===== config.mk =====
export PLATFORM = sky130hd
export DESIGN_NAME = barrel
export DESIGN_NICKNAME = d
export VERILOG_FILES = /design/src/rtl/proc_pkg.sv /design/src/rtl/barrel_rotator.sv /design/src/rtl/barrel.sv
export SDC_FILE = /design/constraint.sdc
export NUM_CORES = 1
export LEC_CHECK = 0
export ABC_CLOCK_PERIOD_IN_PS = 3100
export CAP_MARGIN = 15
export CORE_MARGIN = 2
export CORE_UTILIZATION = 48
export DETAILED_ROUTE_END_ITERATION = 8
export GPL_ROUTABILITY_DRIVEN = 0
export HOLD_SLACK_MARGIN = 0.03
export MAX_ROUTING_LAYER = met4
export PLACE_DENSITY = 0.83
export SLEW_MARGIN = 25
export SYNTH_ARGS = -nofsm -noshare
export SYNTH_HDL_FRONTEND = slang
export SYNTH_SLANG_ARGS = --single-unit

===== constraint.sdc =====
create_clock -name clk -period 3.1 [get_ports clk]
set_clock_uncertainty 0.1 [all_clocks]
set_input_delay 0.62 -clock clk [delete_from_list [all_inputs] [get_ports clk]]
set_output_delay 0.62 -clock clk [all_outputs]
set_load 0.02 [all_outputs]

===== src/rtl/proc_pkg.sv =====
// Shared definitions for the processor datapath: default word width and a
// behavioural rotate-right helper usable by RTL and by benches alike.
package proc_pkg;

  localparam int DATA_W = 8;

  // Reference rotate right: result[k] = word[(k + amt) mod DATA_W].
  function automatic logic [DATA_W-1:0] rotr(input logic [DATA_W-1:0] word,
                                             input int unsigned       amt);
    logic [2*DATA_W-1:0] dbl;
    dbl = {word, word};
    return dbl[(amt % DATA_W) +: DATA_W];
  endfunction

endpackage


===== src/rtl/barrel_rotator.sv =====
// Combinational log2(N)-stage rotate-right network; stage s rotates by 2^s
// when the matching bit of sel_i is set.
module barrel_rotator #(
  parameter  int data_size = 8,
  localparam int SEL_W     = $clog2(data_size)
) (
  input  logic [data_size-1:0] src_i,
  input  logic [SEL_W-1:0]     sel_i,
  output logic [data_size-1:0] rot_o
);

  logic [data_size-1:0] stage [0:SEL_W];

  assign stage[0] = src_i;

  for (genvar s = 0; s < SEL_W; s++) begin : g_stage
    localparam int SH = 1 << s;
    // Low SH bits leave the LSB end and re-enter at the MSB end.
    assign stage[s+1] = sel_i[s] ? {stage[s][SH-1:0], stage[s][data_size-1:SH]}
                                 : stage[s];
  end

  assign rot_o = stage[SEL_W];

endmodule


===== src/rtl/barrel.sv =====
// Registered right-rotate barrel shifter; each edge rotates either fresh
// data_in or the fed-back data_out, so rotations can be chained.
module barrel
  import proc_pkg::*;
#(
  parameter  int data_size = DATA_W,
  localparam int SEL_W     = $clog2(data_size)
) (
  input  logic                 clk,
  input  logic                 reset,
  input  logic [SEL_W-1:0]     sel,
  input  logic                 Load,
  input  logic [data_size-1:0] data_in,
  output logic [data_size-1:0] data_out
);

  logic [data_size-1:0] src;
  logic [data_size-1:0] data_d;
  logic [data_size-1:0] data_q;

  assign src = Load ? data_in : data_q;

  barrel_rotator #(
    .data_size(data_size)
  ) u_rotator (
    .src_i(src),
    .sel_i(sel),
    .rot_o(data_d)
  );

  // No enable: the result register updates on every edge out of reset.
  always_ff @(posedge clk or negedge reset) begin
    if (!reset) begin
      data_q <= '0;
    end else begin
      data_q <= data_d;
    end
  end

  assign data_out = data_q;

endmodule


==> out/metrics.cfg, run 1 <==
[clock_network]
clock-root-buffer=clkbuf_4
cts_buffers=3
cts_tree=built
insertion_delay_ns=0.25
htree_levels=1
post_cts_buffers=0
clk_path_buf_depth=2
clkTransAtPathRegs_ns=0.05
cts.sinks=8
cts_resized=0
hold_buffers=0

[sta]
fin_crit_ns=2.14
worst_pin_slew_ns=0.452
timing.final.crit_share_pct=69.0
relSlewSlack_pct=69.8
setup_viol=0
fmax_mhz=467
final_hold_viol_count=0
rsz0062_at_grt=false
drv_slew=0
fin_hold_ws_ns=0.549
final.setup.tns_ns=0

[critical_path]
critical_path_required_ns=3.16
worst-r2r-cell-count=3
timing.rr.end=data_out[7]$_DFF_PN0_
start_kind=input port
end_kind=flop
reg2reg_slack_ns=1.70
crit_arrival_ns=2.20
timing.rr.start=data_out[7]$_DFF_PN0_
cp_max_fo=16
critical_path_class=input port to flop

[global_routing]
grt_pass1_vias=499
grt_pass1_wl_um=2290
antenna_found_initial=0
grt_usage_pct=18.2
overflow=0
grt_max_degree=17

[power]
p_leak_nw=0.403
p_per_area_nw_per_um2=508
peakVddDrop_mv=0.338

[cells_and_area]
antenna_cells=0
seqCellArea_um2=200
largest_reg_flops=8
drive_above_1_share_pct=12.3
multi_input_area_um2=435
area_growth_pct=31.9
n_fill_cell=111
final_net_count=81

[min_path]
min_path_type=input port to async pin

[drt]
drc_errors=0
wl_met1_um=579
vias=491
dr.max_layer_used=met3
totalWireLength_um=1360
route.met2.wl_um=716
ant_nets=0
drt-pass1-iter-count=3
drt_iter0_drc=3
wire_per_inst_um=17.0
viasPerCell=6.14
met3_length_um=65

[yosys]
synth_top_area_share_pct=35.4
synth-edff-count=0
synthTopCellsByCount=24 x mux2i_1, 8 x dfrtp_1, 4 x mux4_1, 4 x mux4_2, 2 x clkbuf_1
synthCells=45
seq_area_frac_synth_pct=29.5
synth.distinct_cells=8
yosysTopAreaCell=mux2i_1
ys_ff_latch=8
syn_area_um2=678
synthArstFlopShare_pct=100
synth.avg_cell_area_um2=15.1
yosysWarnings=0
synth_flop_cell=dfrtp_1
yosysMostFrequentCell=mux2i_1
synthTopCellsByArea=mux2i_1 35%, dfrtp_1 30%, mux4_1 15%
syn_nets=59

[floorplanning]
core_um2=1320
start_util_pct=51.5
die_area_um2=1730
fp-row-count=13
dieWidth_um=41.6
die_h_um=41.6
io_pins=22

[placement]
io_buffer_count=21
hpwlAfterDp_um=1130

[run_status]
status=complete, no violations

[run]
cap_violations=0

==> per-layer routing <==
layer  vias up  GRT usage, %
li1        227             -
met1       246          20.7
met2        18          31.3
met3         0          6.09
met4         0          3.87
met5         -             -
==> worst max-delay path, cell delays in order <==
cell and delay, ns:
clkdlybuf4s50_1 0.46, buf_4 0.26, mux2i_1 0.14, mux4_1 0.53, mux2i_1 0.18
==> worst max-delay path by stage <==
stage	startpoint	endpoint	slack, ns	cells after the start
6_report	sel[0]	data_out[7]$_DFF_PN0_	0.96	5
5_1_grt	sel[0]	data_out[7]$_DFF_PN0_	0.91	5
4_1_cts	sel[0]	data_out[7]$_DFF_PN0_	0.96	5
3_5_place_dp	sel[0]	data_out[7]$_DFF_PN0_	0.70	5
3_3_place_gp	sel[0]	data_out[7]$_DFF_PN0_	0.74	5
2_1_floorplan	sel[2]	data_out[1]$_DFF_PN0_	1.26	3
==> layout by cell type (no fill, tap or decap), drive strengths merged <==
| cell type | count |
|---|---|
| buf | 1 |
| clkbuf | 3 |
| mux4 | 8 |
| dfrtp | 8 |
| mux2i | 24 |
| clkdlybuf4s50 | 21 |
==> cells by family after synthesis <==
family,after synthesis,share of synthesized area [%]
flip-flops,8,29.5
multiplexers,32,64.2
buffers and inverters,5,6.27
==> power breakdown <==
| group | total, mW | switching, mW | leakage [nW] | internal [mW] |
|---|---|---|---|---|
| combinational | 0.220 | 0.0963 | 0.296 | 0.124 |
| sequential | 0.156 | 0.0252 | 0.0934 | 0.131 |
| clock | 0.0773 | 0.0332 | 0.0138 | 0.0442 |
| total | 0.454 | 0.155 | 0.403 | 0.299 |
==> layout make-up <==
| type | instances | area share, % |
|---|---|---|
| multi-input cells | 32 | 48.7 |
| repair buffers | 22 | 24.3 |
| flip-flops and latches | 8 | 22.4 |
| clock buffers | 3 | 2.52 |
| well taps | 15 | 2.10 |
==> through the flow <==
| stage | utilization (%) | power, mW | cells | setup WS [ns] | cell area [um2] |
|---|---|---|---|---|---|
| 6_report | 67.9 | 0.454 | 80 | 0.959 | 895 |
| 5_1_grt | 67.9 | 0.483 | 80 | 0.911 | 895 |
| 4_1_cts | 67.9 | 0.459 | 80 | 0.958 | 895 |
| 3_5_place_dp | 66.2 | 0.379 | 77 | 0.700 | 872 |
| 3_3_place_gp | 66.2 | 0.376 | 77 | 0.738 | 872 |
| 2_1_floorplan | - | 0.286 | 45 | 1.26 | 678 |
Power figures use the tool's default switching activity.
==> inputs of run 2 (changes only) <==
Settings changed: ABC_CLOCK_PERIOD_IN_PS 3100 to 1800, CORE_UTILIZATION 48 to 40, PLACE_DENSITY 0.83 to 0.74.
Clock period 3.1 ns to 1.8 ns, I/O delays scaled along.
==> run 2 against run 1 <==
Clock power is 69% higher. Sequential share of layout area fell by 1.3 points. Design area up 6.3%. Utilization down 6.2 points. Total power rose by 77%. Hold slack got worse by 0.26 ns. Sequential cell count unchanged. Via count grew 4.9%. Critical path type is now flop to output pin. Critical endpoint is now data_out[6]. Largest cell class unchanged. Highest routed layer is now met4.
==> out/metrics.cfg, run 2 (same netlist as run 1, synthesis figures left out) <==
[critical_path]
path_delay_family=buffers and inverters
reg2reg_slack_ns=0.46
cp_max_fo=3
crit_buf_inv=1
startpoint=data_out[6]$_DFF_PN0_
slowest_stage=clkdlybuf4s50_1
timing.rr.start=data_out[5]$_DFF_PN0_
crit_arrival_ns=1.26
path_cells=clkdlybuf4s50_1
critical_path_required_ns=1.34
max_stage_delay_ns=0.62
end_kind=output pin
worst-r2r-cell-count=3
critical_path_class=flop to output pin
start_kind=flop
timing.rr.end=data_out[2]$_DFF_PN0_

[clock_network]
htree_levels=1
clock-root-buffer=clkbuf_4
cts.sinks=8
hold_buffers=0
clk_path_buf_depth=2
cts_tree=built
clkTransAtPathRegs_ns=0.05
post_cts_buffers=0
insertion_delay_ns=0.25
cts_resized=0
cts_buffers=3

[power]
p_per_area_nw_per_um2=843
peakVddDrop_mv=0.281
total_power_mw=0.802
p_leak_nw=0.436

[run_status]
status=complete, no violations

[global_routing]
grt_pass1_wl_um=2440
overflow=0
grt_max_degree=9
grt_pass1_vias=539
grt_usage_pct=17.7
antenna_found_initial=0

[cells_and_area]
area_growth_pct=40.2
largest_reg_flops=8
final_net_count=89
final_cell_mix=24 x mux2i_1, 20 x clkdlybuf4s50_1, 8 x mux4_2, 8 x dfrtp_1, 7 x buf_4
layout_commonest_cell=mux2i_1
drive_above_1_share_pct=27.4
final_cells=89
final_util_pct=61.7
final_area_um2=951
antenna_cells=0

[sta]
setup_viol=0
final_hold_viol_count=0
fmax_mhz=582
final.setup.tns_ns=0
timing.final.crit_share_pct=95.5
layout_setup_ws_ns=0.0807
relSlewSlack_pct=76.4
rsz0062_at_grt=false
worst_pin_slew_ns=0.353
fin_crit_ns=1.72
fin_hold_ws_ns=0.287
drv_slew=0

[drt]
vias=515
drc_errors=0
wire_per_inst_um=16.2
drt_iter0_drc=10
drt-pass1-iter-count=4
viasPerCell=5.79
ant_nets=0
totalWireLength_um=1440

[floorplanning]
dieWidth_um=45.2
die_area_um2=2040
core_um2=1540
die_h_um=45.2
start_util_pct=44.0
io_pins=22
fp-row-count=14

[placement]
dp_slack_ns=-0.223
io_buffer_count=21
postPlaceCellArea_um2=933
dp_cells=86

[run]
cap_violations=0

[min_path]
min_path_type=input port to async pin

==> run 2: cell types whose count changed in the layout (fill, tap and decap cells not counted) <==
cell | before | now
buf_4 | 1 | 7
mux4_2 | 4 | 8
buf_6 | 0 | 2
clkdlybuf4s50_1 | 21 | 20
dlymetal6s2s_1 | 0 | 1
mux4_1 | 4 | 0
==> run 2: worst max-delay path by stage <==
stage,to,slack [ns],cells after the start
floorplan,data_out[1]$_DFF_PN0_,0.22,3
detailed placement,data_out[5]$_DFF_PN0_,-0.22,5
CTS,data_out[5]$_DFF_PN0_,0.03,5
global placement,data_out[1]$_DFF_PN0_,-0.20,5
finish,data_out[6],0.08,1
global route,data_out[6],0.03,1
==> run 2: cell type report <==
| cell class | instances | area [um2] |
|---|---|---|
| fillers | 145 | 591 |
| multi-input cells | 32 | 420 |
| repair buffers | 30 | 288 |
| flip-flops and latches | 8 | 200 |
| clock buffers | 3 | 22.5 |
| well taps | 16 | 20.0 |
==> run 2: where the power goes <==
group	internal [mW]	switching (mW)	total, mW	leakage (nW)
clock	0.0759	0.0551	0.131	0.0138
combinational	0.227	0.172	0.399	0.329
sequential	0.226	0.0459	0.272	0.0934
total	0.529	0.273	0.802	0.436
==> run 2: metal layers <==
layer / wire (um) / global-route usage [%] / share of wire (%)
met3: 78 / 2.40 / 5.4
met2: 789 / 31.7 / 55
met5: 0 / - / 0
met1: 567 / 19.6 / 39
met4: 6 / 7.06 / 0.42
